## src/rtl/hqm_rcfwl_gclk_pccdu_mdop_if.sv

```systemverilog
// Divisor-programming port of the pccdu DOP driver: 4-phase req, one-cycle ack qualified by err.
// Requester holds ch/val stable while req is high and drops req only after ack.
interface hqm_rcfwl_gclk_pccdu_mdop_if #(
  parameter int DIV_W = 4,
  parameter int CH_W  = 2
);
  logic             cfg_div_req;
  logic [CH_W-1:0]  cfg_div_ch;
  logic [DIV_W-1:0] cfg_div_val;
  logic             cfg_div_ack;
  logic             cfg_div_err;

  modport master (output cfg_div_req, cfg_div_ch, cfg_div_val, input cfg_div_ack, cfg_div_err);
  modport slave  (input cfg_div_req, cfg_div_ch, cfg_div_val, output cfg_div_ack, cfg_div_err);
endinterface

```

## src/rtl/hqm_rcfwl_gclk_pccdu_mdop.sv

```systemverilog
// Multi-channel DOP clock driver: per-channel programmable dividers with free and gated+scan outputs.
// Outputs decode flops only; divisor changes ack at the next period boundary, req held until ack.
module hqm_rcfwl_gclk_pccdu_mdop #(
  parameter int NUM_CH    = 4,
  parameter int DIV_W     = 4,
  parameter int RESET_DIV = 2,
  parameter int CH_W      = (NUM_CH > 1) ? $clog2(NUM_CH) : 1
) (
  input  logic                             fdop_preclk_grid,
  input  logic                             fdop_rst_b,
  input  logic                             fdop_preclk_div_sync,
  input  logic                             fscan_clk,
  input  logic [NUM_CH-1:0]                fscan_dop_clken,
  hqm_rcfwl_gclk_pccdu_mdop_if.slave       cfg,
  output logic [NUM_CH-1:0]                adop_postclk_free,
  output logic [NUM_CH-1:0]                adop_postclk
);

  typedef enum logic [1:0] {IDLE, PEND, DONE} state_t;

  localparam logic [CH_W:0]    NUM_CH_L = (CH_W+1)'(NUM_CH);
  localparam logic [DIV_W-1:0] RST_DIV  = DIV_W'(RESET_DIV);

  state_t            state_q, state_d;
  logic              err_q, err_d;
  logic              accept, ack_pend, req_legal;
  logic [NUM_CH-1:0] sel, pend, bnd;

  assign req_legal = ({1'b0, cfg.cfg_div_ch} < NUM_CH_L) && (cfg.cfg_div_val >= DIV_W'(2));

  for (genvar g = 0; g < NUM_CH; g++) begin : g_ch
    logic [DIV_W-1:0] cnt_q, div_q, pdiv_q;
    logic             gate_q, pend_q;
    logic [DIV_W:0]   hi;

    assign hi       = ({1'b0, div_q} + 1'b1) >> 1;
    assign bnd[g]   = (cnt_q == div_q - 1'b1);
    assign pend[g]  = pend_q;
    assign sel[g]   = (cfg.cfg_div_ch == CH_W'(g));
    assign adop_postclk_free[g] = ({1'b0, cnt_q} < hi);
    assign adop_postclk[g]      = (adop_postclk_free[g] & gate_q) | fscan_clk;

    // Boundary is always a low cycle, so re-sampling the gate here never clips a pulse.
    always_ff @(posedge fdop_preclk_grid) begin
      if (!fdop_rst_b) begin
        cnt_q  <= RST_DIV - 1'b1;
        div_q  <= RST_DIV;
        pdiv_q <= RST_DIV;
        gate_q <= 1'b0;
        pend_q <= 1'b0;
      end else begin
        if (bnd[g]) gate_q <= fscan_dop_clken[g];
        if (fdop_preclk_div_sync) begin
          cnt_q <= div_q - 1'b1;
        end else if (bnd[g] && pend_q) begin
          div_q  <= pdiv_q;
          cnt_q  <= '0;
          pend_q <= 1'b0;
        end else if (bnd[g]) begin
          cnt_q <= '0;
        end else begin
          cnt_q <= cnt_q + 1'b1;
        end
        if (accept && sel[g]) begin
          pend_q <= 1'b1;
          pdiv_q <= cfg.cfg_div_val;
        end
      end
    end
  end

  always_ff @(posedge fdop_preclk_grid) begin
    if (!fdop_rst_b) begin
      state_q <= IDLE;
      err_q   <= 1'b0;
    end else begin
      state_q <= state_d;
      err_q   <= err_d;
    end
  end

  // Sync overrides the boundary, so the pending divisor lands one cycle later.
  always_comb begin
    state_d  = state_q;
    err_d    = 1'b0;
    accept   = 1'b0;
    ack_pend = 1'b0;
    case (state_q)
      IDLE: begin
        if (cfg.cfg_div_req) begin
          if (req_legal) begin
            accept  = 1'b1;
            state_d = PEND;
          end else begin
            err_d   = 1'b1;
            state_d = DONE;
          end
        end
      end
      PEND: begin
        if ((|(sel & pend & bnd)) && !fdop_preclk_div_sync) begin
          ack_pend = 1'b1;
          state_d  = DONE;
        end
      end
      DONE: begin
        if (!cfg.cfg_div_req) state_d = IDLE;
      end
      default: state_d = IDLE;
    endcase
  end

  assign cfg.cfg_div_ack = fdop_rst_b & (ack_pend | err_q);
  assign cfg.cfg_div_err = fdop_rst_b & err_q;

endmodule

```

## src/flat_wrapper.sv

```systemverilog
// flat-port wrapper written by rule: the top's interface ports become plain ports
module hqm_rcfwl_gclk_pccdu_mdop_flat 
#(
  parameter int NUM_CH    = 4,
  parameter int DIV_W     = 4,
  parameter int RESET_DIV = 2,
  parameter int CH_W      = (NUM_CH > 1) ? $clog2(NUM_CH) : 1
)
  (fdop_preclk_grid, fdop_rst_b, fdop_preclk_div_sync, fscan_clk, fscan_dop_clken, adop_postclk_free, adop_postclk, cfg_cfg_div_req, cfg_cfg_div_ch, cfg_cfg_div_val, cfg_cfg_div_ack, cfg_cfg_div_err);
  hqm_rcfwl_gclk_pccdu_mdop_if #(.DIV_W(DIV_W), .CH_W(CH_W)) cfg_i ();
  input  logic fdop_preclk_grid;
  input  logic fdop_rst_b;
  input  logic fdop_preclk_div_sync;
  input  logic fscan_clk;
  input  logic [NUM_CH-1:0] fscan_dop_clken;
  output logic [NUM_CH-1:0] adop_postclk_free;
  output logic [NUM_CH-1:0] adop_postclk;
  input wire logic [$bits(cfg_i.cfg_div_req)-1:0] cfg_cfg_div_req;
  input wire logic [$bits(cfg_i.cfg_div_ch)-1:0] cfg_cfg_div_ch;
  input wire logic [$bits(cfg_i.cfg_div_val)-1:0] cfg_cfg_div_val;
  output wire logic [$bits(cfg_i.cfg_div_ack)-1:0] cfg_cfg_div_ack;
  output wire logic [$bits(cfg_i.cfg_div_err)-1:0] cfg_cfg_div_err;
  assign cfg_i.cfg_div_req = cfg_cfg_div_req;
  assign cfg_i.cfg_div_ch = cfg_cfg_div_ch;
  assign cfg_i.cfg_div_val = cfg_cfg_div_val;
  assign cfg_cfg_div_ack = cfg_i.cfg_div_ack;
  assign cfg_cfg_div_err = cfg_i.cfg_div_err;
  hqm_rcfwl_gclk_pccdu_mdop #(.NUM_CH(NUM_CH), .DIV_W(DIV_W), .RESET_DIV(RESET_DIV), .CH_W(CH_W)) u_core (.fdop_preclk_grid(fdop_preclk_grid), .fdop_rst_b(fdop_rst_b), .fdop_preclk_div_sync(fdop_preclk_div_sync), .fscan_clk(fscan_clk), .fscan_dop_clken(fscan_dop_clken), .cfg(cfg_i), .adop_postclk_free(adop_postclk_free), .adop_postclk(adop_postclk));
endmodule
```

## config.mk

```make
export PLATFORM = sky130hd
export DESIGN_NAME = hqm_rcfwl_gclk_pccdu_mdop_flat
export DESIGN_NICKNAME = d
export VERILOG_FILES = /design/src/rtl/hqm_rcfwl_gclk_pccdu_mdop_if.sv /design/src/rtl/hqm_rcfwl_gclk_pccdu_mdop.sv /design/src/flat_wrapper.sv
export SDC_FILE = /design/constraint.sdc
export NUM_CORES = 1
export LEC_CHECK = 0
export BUFFER_PORTS_ARGS = -buffer_cell sky130_fd_sc_hd__buf_2
export CORE_AREA = 8 8 97 99
export DETAILED_ROUTE_END_ITERATION = 12
export DIE_AREA = 0 0 105 107
export GPL_ROUTABILITY_DRIVEN = 0
export PLACE_DENSITY = 0.74
export SLEW_MARGIN = 15
export SYNTH_ARGS = -nofsm -noshare
export SYNTH_HDL_FRONTEND = slang
export SYNTH_SLANG_ARGS = --single-unit
```

## constraint.sdc

```tcl
create_clock -name fdop_preclk_grid -period 3 [get_ports fdop_preclk_grid]
set_input_delay 0.15 -clock fdop_preclk_grid [delete_from_list [all_inputs] [get_ports fdop_preclk_grid]]
set_output_delay 0.15 -clock fdop_preclk_grid [all_outputs]
set_load 0.05 [all_outputs]
```

## Word level (Yosys, flattened, before mapping)

Index checks and enable logic that the tools add are counted.
W data, S select, Z words.

| word-level totals | value |
|---|---|
| logic and storage cells | 131 |
| input bits | 15 |
| register bits after elaboration | 59 |
| output and inout port bits | 10 |

| cells by class | value |
|---|---|
| multiplexer cells | 35 |
| eq/ne operators | 16 |
| $add $sub $neg | 12 |
| reductions and logical operators | 27 |
| magnitude comparators | 5 |
| bitwise operators | 14 |

Operators by type and width:

| kind | count |
|---|---|
| $mux W4 | 12 |
| $add A4 B1 Y5 const B | 4 |
| $mux W1 | 18 |
| $add A4 B1 Y4 const B | 4 |
| $eq A4 B4 Y1 | 4 |
| $lt A4 B4 Y1 | 4 |
| $reduce_and A2 Y1 | 8 |
| $sub A4 B1 Y4 const B | 4 |
| $ne A2 B1 Y1 const B | 5 |
| $logic_and A1 B1 Y1 | 9 |
| $and A4 B4 Y4 | 2 |
| $mux W2 | 4 |
| $reduce_bool A2 Y1 | 4 |
| $and A1 B1 Y1 | 6 |
| $eq A2 B2 Y1 const B | 3 |
| $pmux W2 S3 | 1 |
| $reduce_and A3 Y1 | 2 |
| $or A1 B1 Y1 | 5 |
| $eq A2 B1 Y1 const B | 2 |
| $ge A4 B2 Y1 const B | 1 |
| $logic_not A2 Y1 | 2 |
| $ne A2 B2 Y1 const B | 2 |
| $reduce_or A4 Y1 | 1 |
| $logic_not A1 Y1 | 1 |
| $not A1 Y1 | 1 |

## Logic depth before layout (Yosys ltp)

| depth | value |
|---|---|
| depth in word-level cells | 9 |
| depth in mapped cells | 7 |
| depth with buffers taken out | 7 |

## Worst setup path before layout

OpenSTA, ideal clock, no wires.

| timing path | value |
|---|---|
| path type | flip-flop to output port |
| start point | register u_core.g_ch[0].div_q[0] |
| end point | output port cfg_cfg_div_ack |
| arrival | 2.718 ns |
| required time | 2.850 ns |
| stages on the path, launching flop included | 8 |
| setup slack | 0.132 ns |
| buffers on the path | 0 |
| path through | dfxtp_1 -> inv_1 -> ha_1 -> xor2_1 -> nand3_2 -> or3b_1 -> mux4_2 -> o21bai_1 |

| between the ends | value |
|---|---|
| cells in the longest elaborated chain, start to end | 9 |

Ends and longest elaborated chain:

| what | RTL line | text |
|---|---|---|
| start: declaration | hqm_rcfwl_gclk_pccdu_mdop.sv:32 | `logic [DIV_W-1:0] cnt_q, div_q, pdiv_q;` |
| start signal: assignment | hqm_rcfwl_gclk_pccdu_mdop.sv:56 | `div_q <= pdiv_q;` |
| $sub A4 B1 Y4 | hqm_rcfwl_gclk_pccdu_mdop.sv:37 | `assign bnd[g] = (cnt_q == div_q - 1'b1);` |
| $eq A4 B4 Y1 | hqm_rcfwl_gclk_pccdu_mdop.sv:37 |  |
| $and A4 B4 Y4 | hqm_rcfwl_gclk_pccdu_mdop.sv:101 | `if ((\|(sel & pend & bnd)) && !fdop_preclk_div_sync) begin` |
| $reduce_or A4 Y1 | hqm_rcfwl_gclk_pccdu_mdop.sv:101 |  |
| $logic_and A1 B1 Y1 | hqm_rcfwl_gclk_pccdu_mdop.sv:101 |  |
| $mux W1 | hqm_rcfwl_gclk_pccdu_mdop.sv:101 |  |
| $mux W1 | hqm_rcfwl_gclk_pccdu_mdop.sv:88 | `case (state_q)` |
| $or A1 B1 Y1 | hqm_rcfwl_gclk_pccdu_mdop.sv:113 | `assign cfg.cfg_div_ack = fdop_rst_b & (ack_pend \| err_q);` |
| $and A1 B1 Y1 | hqm_rcfwl_gclk_pccdu_mdop.sv:113 |  |
| end: declaration | flat_wrapper.sv:21 | `output wire logic [$bits(cfg_i.cfg_div_ack)-1:0] cfg_cfg_div_ack;` |

No other way between the ends.

## Worst setup path after layout

| timing path | value |
|---|---|
| start point | register u_core.g_ch[3].div_q[0] |
| end point | output port cfg_cfg_div_ack |

| between the ends | value |
|---|---|
| cells in the longest elaborated chain, start to end | 9 |

Ends and longest elaborated chain:

| what | RTL line |
|---|---|
| start: declaration | hqm_rcfwl_gclk_pccdu_mdop.sv:32 |
| start signal: assignment | hqm_rcfwl_gclk_pccdu_mdop.sv:56 |
| $sub A4 B1 Y4 | hqm_rcfwl_gclk_pccdu_mdop.sv:37 |
| $eq A4 B4 Y1 | hqm_rcfwl_gclk_pccdu_mdop.sv:37 |
| $and A4 B4 Y4 | hqm_rcfwl_gclk_pccdu_mdop.sv:101 |
| $reduce_or A4 Y1 | hqm_rcfwl_gclk_pccdu_mdop.sv:101 |
| $logic_and A1 B1 Y1 | hqm_rcfwl_gclk_pccdu_mdop.sv:101 |
| $mux W1 | hqm_rcfwl_gclk_pccdu_mdop.sv:101 |
| $mux W1 | hqm_rcfwl_gclk_pccdu_mdop.sv:88 |
| $or A1 B1 Y1 | hqm_rcfwl_gclk_pccdu_mdop.sv:113 |
| $and A1 B1 Y1 | hqm_rcfwl_gclk_pccdu_mdop.sv:113 |

No other way between the ends.

==> run summary <==
GRT Overall Usage - 13.19%
PD cells - 445.9 nW/um^2
Clock Tree Root - clkbuf_8
Cell Area, Synth - 3472 um^2
skew final - 0.005374 ns
DIE AREA - 11,240 um^2
diode count - 0
cell area after layout - 3851 um^2
clk_lat worst skew - 0.34 ns
Syn. warnings - 0
#FFs+latches synth - 59
pre-CTS setup slack - 0.2904 ns
fraction of layout cells with a size suffix above 1 - 17.33%
Lkg Pwr - 1.523 nW
Residual DRC - 0
Area after DPL - 3625 um^2
Slew Viols, Final - 0
Hold Crit Class - input port to flip-flop
wirelength, routed - 7013 um
crit path launch type - flip-flop
synthesized net count - 392
DR iter-0 viols - 139
Syn Area/Cell - 9.836 um^2
Final HPWL DP - 4930 um
register area share after synthesis - 34.02%
initial antenna violation count - 0
first-pass GRT wire length - 12,070 um
final net count - 410
outcome - complete, no violations
max_cap viols - 0
Tmin final - 2.913 ns
Clock transition at path regs - 0.07 ns
Worst Tran Pin Value - 0.7140 ns
Tcrit/Tclk final - 97.11%
CTS tree - yes
Util after Layout - 48.58%
vias in the first global route - 2,618
setup violators final - 0
commonest non-fill, non-tap cells in the layout - 51 x dfxtp_1, 36 x nor2b_1, 32 x mux2i_1
Initial Utilization - 43.80%
cell count after synthesis - 353
Setup CP Type - flip-flop to primary output
setup slack after layout - 0.08669 ns
fmax - 343.3 MHz
post-route setup TNS - 0 ns
largest net degree at the start of global routing - 61
Vias/cell - 5.156
total core area - 7928 um^2
routed vias - 2,475
area growth from synthesis to layout - 10.92%
commonest non-fill, non-tap cell in the layout - dfxtp_1
clock sink count - 59
Critical Path AT - 2.76 ns
# port buffers - 24
gr ovfl total - 0
Top-Level Pins - 25
placed cells - 464
TritonCTS buffer count - 9
Row Count - 33
hold buffer count at cts - 0
Fin. Hold Viols - 0
DRT Pass-1 Iters - 4
WL/cell - 14.61 um
chip height - 107 um
CTS H-tree lvls - 3
crit end category - primary output
Antenna Nets Post-Route - 0
WP data required - 2.85 ns
maximum root-to-sink buffer count - 2
relative slew slack - 52.40%
non-filler instance count after layout - 480
maximum vdd drop - 0.3460 mV
Die Width - 105 um
Crit Path Max Fanout - 6
synth unique cells - 36
synthesized netlist by cell type:
| master | number | area (um^2) |
|---|---|---|
| o21ai_0 | 1 | 5.000 |
| xnor2_1 | 16 | 140.1 |
| dlygate4sd1_1 | 1 | 8.760 |
| xnor3_1 | 4 | 90.09 |
| clkbuf_1 | 13 | 48.80 |
| a21o_1 | 12 | 90.09 |
| and2_1 | 9 | 56.30 |
| ha_1 | 24 | 300.3 |
| o21bai_1 | 1 | 7.510 |
| mux2i_1 | 32 | 320.3 |
| nand3_1 | 18 | 90.09 |
| o211ai_1 | 4 | 30.03 |
| nand2b_1 | 4 | 25.02 |
| or3_1 | 2 | 12.51 |
| buf_6 | 3 | 33.78 |
| nand2_1 | 22 | 82.58 |
| nor2_1 | 5 | 18.77 |
| dfxtp_1 | 59 | 1181 |
| or3b_1 | 4 | 35.03 |
| nor2b_1 | 36 | 225.2 |
| or3b_2 | 1 | 8.760 |
| buf_4 | 2 | 15.01 |
| nor3_2 | 7 | 70.07 |
| o311ai_0 | 4 | 35.03 |
| xor2_1 | 24 | 210.2 |
| inv_1 | 11 | 41.29 |
| nor3b_1 | 4 | 30.03 |
| or2b_1 | 1 | 7.510 |
| mux4_2 | 1 | 22.52 |
| nand3_2 | 1 | 10.01 |
| o31ai_1 | 8 | 60.06 |
| a21boi_0 | 2 | 15.01 |
| nor4b_2 | 4 | 60.06 |
| a21oi_1 | 4 | 20.02 |
| o21a_1 | 8 | 60.06 |
| o21ai_1 | 1 | 5.000 |
area by class of cell:
| cell class | instances | area [um^2] |
|---|---|---|
| fill | 765 | 4076 |
| multi-input combinational | 264 | 2181 |
| sequential | 59 | 1196 |
| clock buffer | 12 | 145.1 |
| timing repair buffer | 26 | 141.4 |
| tap | 105 | 131.4 |
| inverter | 11 | 41.29 |
| clock inverter | 3 | 15.01 |
state kept, by name (all words and copies together) (netlist names):
name	cells
u_core.g_ch.pdiv_q	16
u_core.g_ch.pend_q	4
u_core.g_ch.cnt_q	16
u_core.state_q	2
u_core.err_q	1
u_core.g_ch.gate_q	4
u_core.g_ch.div_q	16
logic make-up (layout without fill, tap and decap cells):
family                     after synthesis  after routing  share of synthesized area, %
adders and majority gates               24             24                         8.649
DFF                                     59             59                         34.02
and+or+nand+nor                        118            118                         21.08
buffers and inverters                   30             52                         4.252
muxes                                   33             33                         9.874
xor gates and xnor gates                44             44                         12.68
AOI/OAI and AO/OA                       45             45                         9.441
where the power goes:
part | internal, mW | switching (mW)
clock network | 0.314 | 0.305
logic | 0.105 | 0.161
registers | 0.809 | 0.0227
what timing repair did:
item,4_1_cts,5_1_grt
setup endpoints to repair,1,1
resized for setup,4,12
hold endpoints to repair,0,0
pin swaps,0,3
setup buffers,0,1
layer usage:
layer / GRT usage, % / wire (um)
met5: 0 / 0
met1: 14.99 / 3239
met2: 22.76 / 3496
met3: 2.879 / 129
met4: 7.034 / 148
worst max-delay path, cell delays in order, from the launching register on:
cell	delay, ns
dfxtp_2	0.39
inv_1	0.11
ha_4	0.29
xor2_1	0.19
nand3_2	0.14
or3b_1	0.39
mux4_2	0.51
o21bai_1	0.21
buf_6	0.19
stage by stage:
step / hold WS (ns) / power (mW)
6_report: 0.06847 / 1.717
5_1_grt: 0.07307 / 1.794
2_1_floorplan: 0.2751 / 1.047
3_5_place_dp: 0.4195 / 1.113
4_1_cts: 0.06481 / 1.727
3_3_place_gp: 0.4149 / 1.105
path summary, 6_finish.rpt:
check | from | end | slack, ns | cells past startpoint
worst max-delay path | u_core.g_ch[3].div_q[0] | cfg_cfg_div_ack | 0.09 | 8
worst min-delay path | fscan_dop_clken[1] | u_core.g_ch[1].gate_q | 0.07 | 3
worst max register to register | u_core.g_ch[3].div_q[0] | u_core.state_q[1] | 0.65 | 8
worst min register to register | u_core.g_ch[0].pdiv_q[1] | u_core.g_ch[0].div_q[1] | 0.49 | 2
(Power assumes the default switching activity.)
